`config.mk`:
```
export PLATFORM = sky130hd
export DESIGN_NAME = ififo_skew
export DESIGN_NICKNAME = d
export VERILOG_FILES = /design/src/rtl/ififo_skew.sv
export SDC_FILE = /design/constraint.sdc
export NUM_CORES = 2
export LEC_CHECK = 0
export BUFFER_PORTS_ARGS = -buffer_cell sky130_fd_sc_hd__buf_2
export CELL_PAD_IN_SITES_DETAIL_PLACEMENT = 1
export CELL_PAD_IN_SITES_GLOBAL_PLACEMENT = 1
export CORE_MARGIN = 2
export CORE_UTILIZATION = 25
export CTS_BUF_LIST = sky130_fd_sc_hd__clkbuf_8
export CTS_CLUSTER_DIAMETER = 40
export DETAILED_ROUTE_END_ITERATION = 10
export GPL_TIMING_DRIVEN = 0
export PLACE_DENSITY_LB_ADDON = 0.1
export SYNTH_ARGS = -nofsm -noshare
export SYNTH_HDL_FRONTEND = slang
export SYNTH_SLANG_ARGS = --single-unit
```
`constraint.sdc`:
```
create_clock -name clk -period 3.7 [get_ports clk]
set_input_delay 0.185 -clock clk [delete_from_list [all_inputs] [get_ports clk]]
set_output_delay 0.185 -clock clk [all_outputs]
set_load 0.02 [all_outputs]
```
`src/rtl/ififo_skew.sv`:
```
// rtl/ififo_skew.sv - row-wide input FIFO with diagonally skewed per-lane read-out
module ififo_skew #(
    parameter int row   = 8,
    parameter int bw    = 4,
    parameter int depth = 64
) (
    input  logic                clk,
    input  logic                reset,
    input  logic [row*bw-1:0]   in,
    input  logic                wr,
    input  logic                rd,
    output logic [row*bw-1:0]   out,
    output logic [row-1:0]      out_valid,
    output logic                o_full,
    output logic                o_ready,
    output logic                o_valid
);

    localparam int aw = $clog2(depth);
    localparam int cw = aw + 1;
    localparam logic [cw-1:0] full_cnt = cw'(depth);

    // Every lane is written in lockstep, so one write pointer serves all lanes.
    logic [aw-1:0] wptr;
    logic          wr_acc;
    logic          rd_acc;
    logic [row-1:0] tok;
    logic          lane0_nonempty;
    logic          last_full;

    // Flags come straight from registered counts: no same-cycle bypass.
    assign o_full  = last_full;
    assign o_ready = !last_full;
    assign o_valid = lane0_nonempty;
    assign wr_acc  = wr && !last_full;
    assign rd_acc  = rd && lane0_nonempty;

    // Shared write pointer advances on every accepted row write.
    always_ff @(posedge clk or posedge reset) begin
        if (reset) begin
            wptr <= '0;
        end else if (wr_acc) begin
            wptr <= wptr + 1'b1;
        end
    end

    for (genvar i = 0; i < row; i++) begin : g_lane
        logic [bw-1:0] mem [depth];
        logic [aw-1:0] rptr;
        logic [cw-1:0] count;
        logic [bw-1:0] dout;
        logic          dval;

        // Skew pipe: lane 0 pops on the accepted rd itself, lane i one cycle after lane i-1.
        if (i == 0) begin : g_tok0
            assign tok[0] = rd_acc;
        end else begin : g_tokn
            logic tok_q;
            // One-cycle delay of the previous lane's pop token.
            always_ff @(posedge clk or posedge reset) begin
                if (reset) begin
                    tok_q <= 1'b0;
                end else begin
                    tok_q <= tok[i-1];
                end
            end
            assign tok[i] = tok_q;
        end

        // Lane storage; contents are don't-care after reset so it carries no reset.
        always_ff @(posedge clk) begin
            if (wr_acc) begin
                mem[wptr] <= in[i*bw +: bw];
            end
        end

        // Pop side and occupancy; push and pop together leave the count unchanged.
        always_ff @(posedge clk or posedge reset) begin
            if (reset) begin
                rptr  <= '0;
                count <= '0;
                dout  <= '0;
                dval  <= 1'b0;
            end else begin
                if (tok[i]) begin
                    dout <= mem[rptr];
                    rptr <= rptr + 1'b1;
                    dval <= 1'b1;
                end else begin
                    dval <= 1'b0;
                end
                case ({wr_acc, tok[i]})
                    2'b10:   count <= count + 1'b1;
                    2'b01:   count <= count - 1'b1;
                    default: count <= count;
                endcase
            end
        end

        assign out[i*bw +: bw] = dout;
        assign out_valid[i]    = dval;

        // Lane 0 is always the emptiest and the last lane the fullest.
        if (i == 0) begin : g_first
            assign lane0_nonempty = (count != '0);
        end
        if (i == row - 1) begin : g_last
            assign last_full = (count == full_cnt);
        end
    end

endmodule

```
==> results.py <==
metrics = {
    "outcome": {
        "status": "completed",
    },
    "worst_setup_path": {
        "cp_max_fo": 12,
        "end_kind": "flop",
        "crit_type": "reg2reg",
        "critPathRequiredTime_ns": 4.42,
        "r2r-start": "g_lane[7].count[4]",
        "worst_setup_path_start_kind": "flop",
        "rr_worst_depth": 11,
        "r2r_slack_ns": 0.08,
        "worst_r2r_endpoint": "g_lane[7].mem[16][2]",
        "cp.arrival_ns": 4.34,
    },
    "worst_hold_path": {
        "min_path_cells": 4,
        "hp-start": "rd",
        "min_path_type": "in2reg",
        "hold_end": "g_lane[0].dval",
    },
    "global_routing": {
        "antenna_found_initial": 16,
        "track_usage_pct": 17.2,
        "grt_max_degree": 75,
        "grt_pass1_vias": 47597,
        "grt-ovfl-total": 0,
        "grt_pass1_wl_mm": 404,
    },
    "layout": {
        "finish.net_count": 4781,
        "area_growth_pct": 23.7,
        "layout_commonest_cell": "edfxtp_1",
        "utilization_pct": 31.0,
        "mostFrequentLayoutCells": "2048 x edfxtp_1, 454 x clkbuf_8, 442 x mux4_2",
        "drive_gt1_share_pct": 32.3,
        "finish.instance_area_um2": 103000,
    },
    "drt": {
        "wire_per_inst_um": 30.9,
        "ant_nets": 0,
        "routed_via_density": 4.63,
        "num_vias": 43912,
        "drt_iter0_markers": 3629,
        "wl_mm": 293,
        "drc": 0,
        "dr.pass1.iters": 5,
    },
    "pwr": {
        "peakVddDrop_mv": 0.268,
        "p_leak_uw": 0.0336,
        "p_switching_uw": 24500,
        "power_frac_seq_pct": 38.6,
        "p_total_uw": 74900,
        "clkPwrFrac_pct": 32.9,
        "power.internal_uw": 50400,
        "cellPowerDensity_nw_per_um2": 726,
        "swShare_pct": 32.7,
        "combPwrFrac_pct": 28.4,
    },
    "cts": {
        "clkSlewWorstSetupHoldPaths_ns": 0.06,
        "cts_buffers": 443,
        "clock-root-buffer": "clkbuf_8",
        "clk_latency_ns": 1.07,
        "cts_tree": "yes",
        "cts.sinks": 2156,
        "htree_num_levels": 5,
        "clock_path_buffers": 4,
    },
    "synth": {
        "async_reset_ff_share_pct": 5.01,
        "muxShareOfSynthArea_pct": 15.5,
        "synthSimpleGateAreaFrac_pct": 2.46,
        "synth_top_family_by_area": "multiplexers",
        "synth_compound_area_share_pct": 2.78,
        "netlist_instances": 3922,
        "synth_warnings": 0,
        "synth.distinct_cells": 67,
        "synth_edf_count": 2048,
        "synthAdderAreaFrac_pct": 0.294,
        "synth_area_um2": 83400,
        "synth_nets": 3977,
        "synth_xor_area_share_pct": 0.620,
        "synth_seq_cells": 2156,
        "ys.flop_type": "edfxtp_1",
        "syn_avg_cell_area_um2": 21.3,
        "yosysSeqAreaShare_pct": 77.0,
    },
    "timing": {
        "min_period_over_period_pct": 97.7,
        "finalHoldViolCount": 0,
        "worst_pin_slew_ns": 1.36,
        "drv_slew": 0,
        "max_slew_margin_pct": 9.39,
        "setup_viol": 0,
        "timing.fmax_mhz": 277,
        "setup-tns-final_ns": 0,
        "fin_skew_ns": 0.0526,
        "fin_crit_ns": 3.62,
    },
    "floorplan": {
        "num_rows": 212,
        "die_area_um2": 338000,
        "die_y_um": 582,
        "initial_core_util_pct": 25.1,
        "io_pins": 79,
        "core_um2": 333000,
        "die_w_um": 582,
    },
    "run": {
        "maxCapViolations": 0,
    },
    "placement": {
        "routabilityCongestion": 0.707,
        "port-buffer-count": 78,
        "placed_cell_area_um2": 93100,
        "dp_hpwl_mm": 192,
    },
}
metrics by stage:
| step | hold WS [ns] | setup WS (ns) | instances |
|---|---|---|---|
| final | 0.155 | 0.0842 | 9492 |
| after detailed placement | 0.222 | -1.24 | 8536 |
| after global routing | 0.128 | -0.0267 | 9490 |
| after CTS | 0.0205 | 0.00547 | 9485 |
| after global placement | 0.476 | -6.15 | 8387 |
| after floorplan | 0.284 | 0.175 | 3922 |
cells by family (layout without fill, tap and decap cells):
group / count (synthesis) / in the layout
AOI/OAI and AO/OA: 314 / 314
other: 0 / 3
and+or+nand+nor: 406 / 406
buffers and inverters: 243 / 1423
DFF: 2156 / 2156
xor gates and xnor gates: 59 / 59
muxes: 725 / 725
adders and majority gates: 19 / 19
repair_timing:
item                                   4_1_cts  5_1_grt
resized for setup                            7        8
pin swaps                                   32        4
setup buffers                               92        6
setup endpoints to repair                 2041       81
endpoints found under the hold margin     2172        0
cloned                                       0        0
hold buffers                                36        0
power by group through the flow:
stage / Sequential [uW] / Combinational, uW / Clock [uW]
after CTS: 29000 / 21900 / 25500
after global placement: 29600 / 21000 / 0
final: 28900 / 21300 / 24700
after detailed placement: 29400 / 21700 / 0
after floorplan: 29200 / 13100 / 0
after global routing: 29100 / 22900 / 26600
cells in the mapped netlist (5+ instances only):
master     number  share of area, %
a221o_1         8             0.096
o211ai_1       21              0.19
a211o_1         9             0.095
nor2b_1        39              0.29
or3b_2          7             0.074
a21oi_1        37              0.22
o2111ai_1      17              0.18
nor3_1         12             0.072
or3_1           7             0.053
nand2b_1        7             0.053
a22oi_1        44              0.40
nand3_1        33              0.20
o21ai_0        27              0.16
o311ai_0        6             0.063
xnor2_1        41              0.43
inv_1          20             0.090
nand3b_1       19              0.17
a31oi_1         8             0.060
nor2_1        111              0.50
o221ai_1       27              0.28
a22o_1         11              0.12
dfrtp_1       108               3.2
o31ai_1         6             0.054
and3_1         12             0.090
mux2i_1       199               2.4
edfxtp_1     2048                74
a211oi_1       19              0.17
or4_1           5             0.045
clkbuf_1       87              0.39
a221oi_1       14              0.15
ha_1           18              0.27
nand2_1        94              0.42
o22ai_1        38              0.29
mux2_2         82               1.1
buf_1          35              0.16
mux4_2        442                12
and3b_1         5             0.053
buf_4          29              0.26
buf_2          64              0.38
xor2_1         18              0.19
nand4_1        35              0.26
worst max-delay path by stage:
stage          depth (start not counted)               start                   end  slack (ns)
2_1_floorplan                          7  g_lane[7].count[4]  g_lane[0].mem[43][0]        0.17
3_3_place_gp                           7  g_lane[7].count[4]   g_lane[7].mem[8][3]       -6.15
3_5_place_dp                           9  g_lane[7].count[2]  g_lane[6].mem[34][1]       -1.24
4_1_cts                                8  g_lane[7].count[4]  g_lane[6].mem[54][3]       0.005
5_1_grt                                7  g_lane[7].count[4]  g_lane[0].mem[14][0]       -0.03
6_report                              11  g_lane[7].count[4]  g_lane[7].mem[16][2]        0.08
critical path: stages (launching register included):
cell	delay, ns
dfrtp_1	0.33
clkbuf_1	0.28
nor2_2	0.11
a31oi_4	0.19
buf_12	0.17
buf_4	0.13
clkinvlp_4	0.07
buf_4	0.18
nor2_1	0.35
nand2_2	0.42
nor2_4	0.70
buf_12	0.27
sequential cells by signal (all words and copies together) (netlist names):
name          cells
g_lane.mem     2048
g_lane.rptr      48
g_lane.dout      32
g_lane.count     14
g_lane.dval       8
wptr              6
routing by layer:
| layer | share of wire, % | GRT usage [%] | vias up |
|---|---|---|---|
| met5 | 0 | 0 | - |
| met4 | 2.0 | 4.24 | 0 |
| met3 | 3.9 | 2.43 | 404 |
| met2 | 47 | 27.6 | 1105 |
| met1 | 47 | 24.4 | 24259 |
| li1 | - | - | 18144 |
cell type report:
type | count | area, um2
Clock inverter | 367 | 2500
Multi-Input combinational cell | 1523 | 18600
Antenna cell | 3 | 7.51
Timing Repair Buffer | 361 | 4990
Tap cell | 4387 | 5490
Fill cell | 33328 | 230000
Sequential cell | 2156 | 64200
Inverter | 23 | 97.6
Clock buffer | 454 | 6250
Buffer | 218 | 1060
No activity file was read; power rests on OpenSTA's default activity.
